[src/rtl/tdm_demux4.sv]
// tdm_demux4: receive side of the 4-slot TDM link. The slot counter is aligned
// by sync. Slots 0..2 are held in shadow registers. All four channels are
// published together when slot 3 arrives.
module tdm_demux4 #(
  parameter int WIDTH = 1
) (
  input  logic               clk,
  input  logic               rst,
  input  logic [WIDTH-1:0]   din,
  input  logic               din_valid,
  input  logic               sync,
  output logic [4*WIDTH-1:0] dout,
  output logic               frame_valid,
  output logic               sync_err,
  output logic               locked,
  output logic [1:0]         slot
);

  typedef enum logic {HUNT, RUN} state_t;

  state_t                  state_q, state_d;
  logic [1:0]              slot_q, slot_d;
  logic [2:0][WIDTH-1:0]   shadow_q, shadow_d;
  logic [4*WIDTH-1:0]      dout_q, dout_d;
  logic                    fv_q, fv_d;
  logic                    err_q, err_d;

  // Register update. Reset wins over everything, so any partial frame is dropped.
  always_ff @(posedge clk) begin
    if (rst) begin
      state_q  <= HUNT;
      slot_q   <= 2'd0;
      shadow_q <= '0;
      dout_q   <= '0;
      fv_q     <= 1'b0;
      err_q    <= 1'b0;
    end else begin
      state_q  <= state_d;
      slot_q   <= slot_d;
      shadow_q <= shadow_d;
      dout_q   <= dout_d;
      fv_q     <= fv_d;
      err_q    <= err_d;
    end
  end

  // Framing FSM. Unqualified beats hold all state and only drop the pulses.
  always_comb begin
    state_d  = state_q;
    slot_d   = slot_q;
    shadow_d = shadow_q;
    dout_d   = dout_q;
    fv_d     = 1'b0;
    err_d    = 1'b0;
    if (din_valid) begin
      case (state_q)
        HUNT: begin
          if (sync) begin
            shadow_d[0] = din;
            slot_d      = 2'd1;
            state_d     = RUN;
          end
        end
        RUN: begin
          if (sync) begin
            // A sync that arrives mid-frame restarts the frame on this beat.
            if (slot_q != 2'd0) begin
              err_d       = 1'b1;
              shadow_d[1] = '0;
              shadow_d[2] = '0;
            end
            shadow_d[0] = din;
            slot_d      = 2'd1;
          end else begin
            case (slot_q)
              2'd0: begin
                // A missing sync means alignment is lost. Drop the beat and re-hunt.
                err_d   = 1'b1;
                state_d = HUNT;
              end
              2'd1: begin
                shadow_d[1] = din;
                slot_d      = 2'd2;
              end
              2'd2: begin
                shadow_d[2] = din;
                slot_d      = 2'd3;
              end
              default: begin
                // Slot 3 is taken straight from din so the frame lands on this edge.
                dout_d = {din, shadow_q};
                fv_d   = 1'b1;
                slot_d = 2'd0;
              end
            endcase
          end
        end
        default: state_d = HUNT;
      endcase
    end
  end

  assign dout        = dout_q;
  assign frame_valid = fv_q;
  assign sync_err    = err_q;
  assign locked      = (state_q == RUN);
  assign slot        = slot_q;

endmodule

[config.mk]
export PLATFORM = sky130hd
export DESIGN_NAME = tdm_demux4
export DESIGN_NICKNAME = d
export VERILOG_FILES = /design/src/rtl/tdm_demux4.sv
export SDC_FILE = /design/constraint.sdc
export NUM_CORES = 1
export LEC_CHECK = 0
export CORE_MARGIN = 2
export CORE_UTILIZATION = 40
export CTS_CLUSTER_SIZE = 16
export DETAILED_ROUTE_END_ITERATION = 8
export PLACE_DENSITY = 0.67
export SLEW_MARGIN = 10
export SYNTH_ARGS = -nofsm -noshare
export SYNTH_HDL_FRONTEND = slang
export SYNTH_SLANG_ARGS = --single-unit
[constraint.sdc]
create_clock -name clk -period 1.6 [get_ports clk]
set_input_delay 0.32 -clock clk [delete_from_list [all_inputs] [get_ports clk]]
set_output_delay 0.32 -clock clk [all_outputs]
set_load 0.01 [all_outputs]
==> results of run 1 <==
-- worst paths after layout --
kind	from	end	slack, ns	cells past startpoint
worst min-delay path	shadow_q[0]$_SDFFE_PP0P_	shadow_q[0]$_SDFFE_PP0P_	0.47	2
worst max-delay path	slot[1]$_SDFFE_PP0P_	slot[1]	0.05	1
worst max register to register	slot[0]$_SDFFE_PP0P_	slot[1]$_SDFFE_PP0P_	0.31	5
worst min register to register	shadow_q[0]$_SDFFE_PP0P_	shadow_q[0]$_SDFFE_PP0P_	0.47	2
-- timing repair --
action,CTS,global route
endpoints found under the setup margin,2,0
gates resized for setup,2,0
hold buffers,0,0
-- cell usage in the layout, fill, tap and decap left out --
cell / count
inv_2: 1
nor3_1: 1
nand2_2: 1
nor2_1: 5
o31ai_1: 2
dfxtp_1: 10
nand3_1: 2
nand2_1: 3
o21ai_2: 1
and2b_1: 1
o211ai_1: 2
clkdlybuf4s50_1: 13
nand4_1: 1
dfxtp_2: 2
ha_1: 4
a311oi_1: 1
nand4b_4: 1
o41ai_2: 1
buf_4: 6
a21oi_1: 3
clkbuf_4: 3
inv_1: 3
mux2i_1: 7
clkbuf_8: 1
-- power groups by stage --
stage	clock network (mW)	registers, mW	logic, mW
after floorplan	0	0.320	0.0416
after global placement	0	0.316	0.0776
after detailed placement	0	0.316	0.0783
after CTS	0.253	0.310	0.0788
after global routing	0.269	0.311	0.0861
final	0.242	0.309	0.0777
-- worst reg2reg max path: stages (launching register included) --
cell and delay (ns):
dfxtp_2 0.35, inv_1 0.10, ha_1 0.21, and2b_1 0.20, o21ai_2 0.15, mux2i_1 0.20
-- kinds of logic after synthesis --
group	count (synthesis)	synth area share
muxes	7	0.122
AOI/OAI and AO/OA	10	0.138
DFF	12	0.419
buffers and inverters	7	0.0786
adders and majority gates	4	0.0873
and+or+nand+nor	15	0.155
-- registers in the layout, summed over array words and instances (netlist names) --
signal / flops
dout: 4
shadow_q: 3
slot: 2
frame_valid: 1
locked: 1
sync_err: 1
-- metrics by stage --
stage	cells	power (mW)	setup WS (ns)
global placement	86	0.394	0.0906
global route	90	0.666	0.00369
finish	90	0.629	0.0492
detailed placement	86	0.394	0.0738
floorplan	55	0.362	0.351
CTS	90	0.642	0.0376
-- layer usage --
metal / vias up / GRT usage / wire, um
li1: 234 / - / -
met1: 205 / 0.170 / 512
met2: 11 / 0.216 / 473
met3: 3 / 0.0522 / 54
met4: 0 / 0.0774 / 23
met5: - / 0 / 0
-- layout make-up --
class / instances / share of cell area
flip-flops and latches: 12 / 0.313
inverters: 4 / 0.0194
multi-input cells: 36 / 0.371
clock buffers: 4 / 0.0468
well taps: 15 / 0.0242
repair buffers: 19 / 0.226
==> summary.md, run 1 <==
| Metric | Value |
|---|---|
| Initial Utilization | 0.435 |
| Most used DFF post-synth | dfxtp_1 |
| Number of global-route vias before repair | 441 |
| Mapped cell area | approximately 570 um^2 |
| Fin crit period | around 1.6 ns |
| Crit. End Element | output port |
| Register area share after synthesis | 0.419 |
| Initial antenna violation count | 0 |
| Reg power frac | 0.492 |
| Post-synth top cells | dfxtp_1, mux2i_1, nor2_1, ha_1 |
| Vias | ~450 |
| Crit-path cells | clkdlybuf4s50_1 |
| Crit path DAT | 1.23 ns |
| CTS Buf Count | 3 |
| Critical path class | flop to output port |
| Max-slew headroom | 0.815 |
| DRC | 0 |
| Worst Max-Slew Pin Slew | roughly 0.28 ns |
| Slowest stage cell, crit path | clkdlybuf4s50_1 |
| Layout filler cell count | 121 |
| PortBufs | 13 |
| Die height | about 42 um |
| Internal | a little under 0.5 mW |
| Area of the multi-input gates | 288 um^2 |
| Switching Power | about 0.15 mW |
| Nets | 85 |
| CP top delay family | buffers and inverters |
| CTS tree | done |
| Post-CTS Setup Repair Bufs | 0 |
| Largest net degree at the start of global routing | 9 |
| Post-synth EDFFs | 0 |
| Setup tns final | 0 ns |
| Row count | 13 |
| 1st-iter DRT viols | 1 |
| Max VDD drop | roughly 0.34 mV |
| Wire length per cell | about 12 um |
| Synth top area share | 0.419 |
| Net Sw Frac | 0.233 |
| Area grow syn2layout | 35.4% |
| Post-route ant nets | 0 |
| Status | complete, no violations |
| Share of cells above drive strength 1 | 0.227 |
| Layout Skew | approximately 0.0015 ns |
| Crit-path max cell delay | about 0.56 ns |
| Seq. cell area | between 200 and 250 um^2 |
| Seq cells post-synth | 12 |
| Slew Limit Fails | 0 |
| Synth cell types | 21 |
| WP buf/inv | 1 |
| Worst hold path class | flop to flop |
| Global-route wire length before repair | ~1900 um |
| Leakage | ~0.35 nW |
| Mapped Nets | 64 |
| CTS root buf | clkbuf_4 |
| H-tree levels | 1 |
| Top cell type by total area after synthesis | dfxtp_1 |
| Number of max-cap violations | 0 |
| RSZ-0062 raised after global routing | false |
| Mapped Cells | 55 |
| CORE AREA | roughly 1300 um^2 |
| Fmax achieved | roughly 640 MHz |
| Finished Cell Area | between 700 and 800 um^2 |
| Sink Count | 12 |
| Worst path required time | about 1.3 ns |
| Fin crit share | 0.969 |
| Clock power frac | 0.385 |
| First-pass DRT Iterations | 4 |
| Hold Vio Cnt, Final | 0 |
| DRT Wirelength | 1060 um |
| Die ar. | about 1800 um^2 |
| Final hold slack | 0.466 ns |
| Dpl cell area | around 740 um^2 |
| Insertion delay to the later sink of the worst-skew pair | between 0.2 and 0.3 ns |
| Final Setup Violations | 0 |
| Mapped Avg Cell Area | 10.4 um^2 |
| Comb pwr share | 0.123 |
| Ant. Diodes | 0 |
| Top cells by area, synth | dfxtp_1, mux2i_1, ha_1 |
| Hpwl dp | 827 um |
| Die width | around 42 um |
| Max FO, Critical Path | 7 |
| Clock Path Buffers | 2 |
| Post-synth ARST share | 0 |
| GRT Resource Usage Total | 0.141 |
| Power Density | around 810 nW/um^2 |
| Most frequent cell after synthesis | dfxtp_1 |
| Via/cell ratio | approximately 5.0 |
| Grt ovf | 0 |
| I/O pins | 14 |
| Worst-path clk slew | 0.07 ns |
| Final Core Density | 0.589 |
| Syn. warnings | 0 |
| Startpoint types | flop |
| GPL Wtd Cong | between 0.7 and 0.8 |
Power figures use the tool's default switching activity.
==> run 2: changes to the inputs <==
--- a/config.mk
+++ b/config.mk
@@ -9,6 +9,7 @@
 export CORE_UTILIZATION = 40
 export CTS_CLUSTER_SIZE = 16
 export DETAILED_ROUTE_END_ITERATION = 8
+export HOLD_SLACK_MARGIN = 0.05
 export PLACE_DENSITY = 0.67
 export SLEW_MARGIN = 10
 export SYNTH_ARGS = -nofsm -noshare
==> results of run 2 <==
No change in the layout: final DEF, timing and power equal those of run 1.
==> run 3: changes to the inputs <==
--- a/config.mk
+++ b/config.mk
@@ -9,7 +9,7 @@
 export CORE_UTILIZATION = 40
 export CTS_CLUSTER_SIZE = 16
 export DETAILED_ROUTE_END_ITERATION = 8
-export HOLD_SLACK_MARGIN = 0.05
+export HOLD_SLACK_MARGIN = 0.03
 export PLACE_DENSITY = 0.67
 export SLEW_MARGIN = 10
 export SYNTH_ARGS = -nofsm -noshare
==> results of run 3 <==
No change in the layout: final DEF, timing and power equal those of run 1.
==> edit (settings of run 3) <==
Put a register stage on the output `locked`, cleared by the reset. The value now appears one clock later. The other outputs are not delayed to match.
--- a/src/rtl/tdm_demux4.sv
+++ b/src/rtl/tdm_demux4.sv
@@ -103,7 +103,13 @@
   assign dout        = dout_q;
   assign frame_valid = fv_q;
   assign sync_err    = err_q;
-  assign locked      = (state_q == RUN);
+  always_ff @(posedge clk) begin
+    if (rst) begin
+      locked <= '0;
+    end else begin
+      locked <= (state_q == RUN);
+    end
+  end
   assign slot        = slot_q;
 
 endmodule
Behaviour: not the same (Yosys sat finds a counterexample within 4 cycles, from zero or initial values and one cycle with rst high).
==> edit against run 3 <==
Global-route usage is 1.0 points lower; total power is 3.9% lower; sequential share of layout area is 2.8 points higher; clock skew is 0.0034 ns higher; routed wire length is 0.75% higher; setup slack better by 0.0082 ns; sequential cell count is 1 higher; area after synthesis is 5.2% higher; hold slack better by 0.0062 ns; clock power is 18% lower; die area is 4.7% higher; non-clock buffer count is 3 lower; final area is 0.65% lower; critical endpoint unchanged; highest routed layer unchanged.
==> edit: results <==
[clock_tree]
root_buffer = clkbuf_4
clock_path_buffers = 2

[setup_path]
r2r_slack_ns = 0.30
reg2reg_to = slot[1]
max_stage_delay_ns = 0.56
r2r_start = slot[0]

[global_routing]
met1_usage_pct = 16.8
grt_usage_pct = 13.1
grt_max_degree = 10
grt_pass1_vias = 414
grt_pass1_wl_mm = 1.76
use_met3_pct = 5.11
grt_util_met2_pct = 18.5
antenna_found_initial = 0

[power_and_ir_drop]
p_switching_mw = 0.144
p_leak_nw = 0.335
power_leader = sequential cells
design_power_total_mw = 0.605
ir_drop_v = 0.000514
p_comb_mw = 0.0677
pwr-share-clk_pct = 32.8

[cells_and_area]
instances_no_fill = 90
final_cell_area_um2 = 771
drive_above_1_share_pct = 16.2
layout.nets = 84
nFillCells = 139
n_antenna_cell = 0
largest_reg_flops = 4

[die]
die_w_um = 42.8

[placement]
dp_slack_ns = 0.0330
place_area_um2 = 742
port_buffers = 13
place_congestion = 0.769

[synthesis]
synthCells = 57
yosys-top-cells-area = dfxtp_1 43%, mux2i_1 12%, ha_1 8.3%
syn-num-nets = 66
ys_seq_area_share_pct = 43.2
synth_common_cells = 13 x dfxtp_1, 7 x mux2i_1, 5 x nor2_1, 4 x ha_1

[drt]
wl_met1_um = 521
drt_iter0_drc = 14
routed_wirelength_mm = 1.07
routed-wl-met3_um = 44
dr_wl_met2_um = 498
drtPass1Iterations = 4
vias_per_cell = 5.11

[sta]
skew_ns = 0.00490
hold_slack_ns = 0.472
period_share_pct = 96.4
tightest_slew_ns = 0.324

[min_path]
hold-path-cell-count = 2
holdCritStartpoint = shadow_q[0]

[outcome]
status = finished clean
==> edit: cell count changes after synthesis <==
cell,change
buf_4,-1
buf_6,+1
clkinv_1,+1
dfxtp_1,+1
inv_2,-1
nor2b_1,+1
==> edit: layout make-up <==
type | instances | area share [%]
clock buffer | 4 | 3.41
timing repair buffer | 16 | 19.8
inverter | 4 | 1.95
sequential | 13 | 34.1
multi-input combinational | 37 | 38.1
tap | 16 | 2.60
==> edit: how the worst max path moves through the flow <==
stage,from,to
5_1_grt,slot[1],slot[1]
6_report,slot[1],slot[1]
2_1_floorplan,slot[0],sync_err
3_5_place_dp,din_valid,slot[0]
3_3_place_gp,din_valid,shadow_q[1]
4_1_cts,slot[1],slot[1]
==> edit: kinds of logic (layout without fill, tap and decap cells) <==
family	after synthesis	count (layout)	share of synthesized area, %
buffers and inverters	7	24	8.09
muxes	7	7	11.6
AOI/OAI and AO/OA	10	10	13.1
DFF	13	13	43.2
adders and majority gates	4	4	8.30
and+or+nand+nor	16	16	15.8
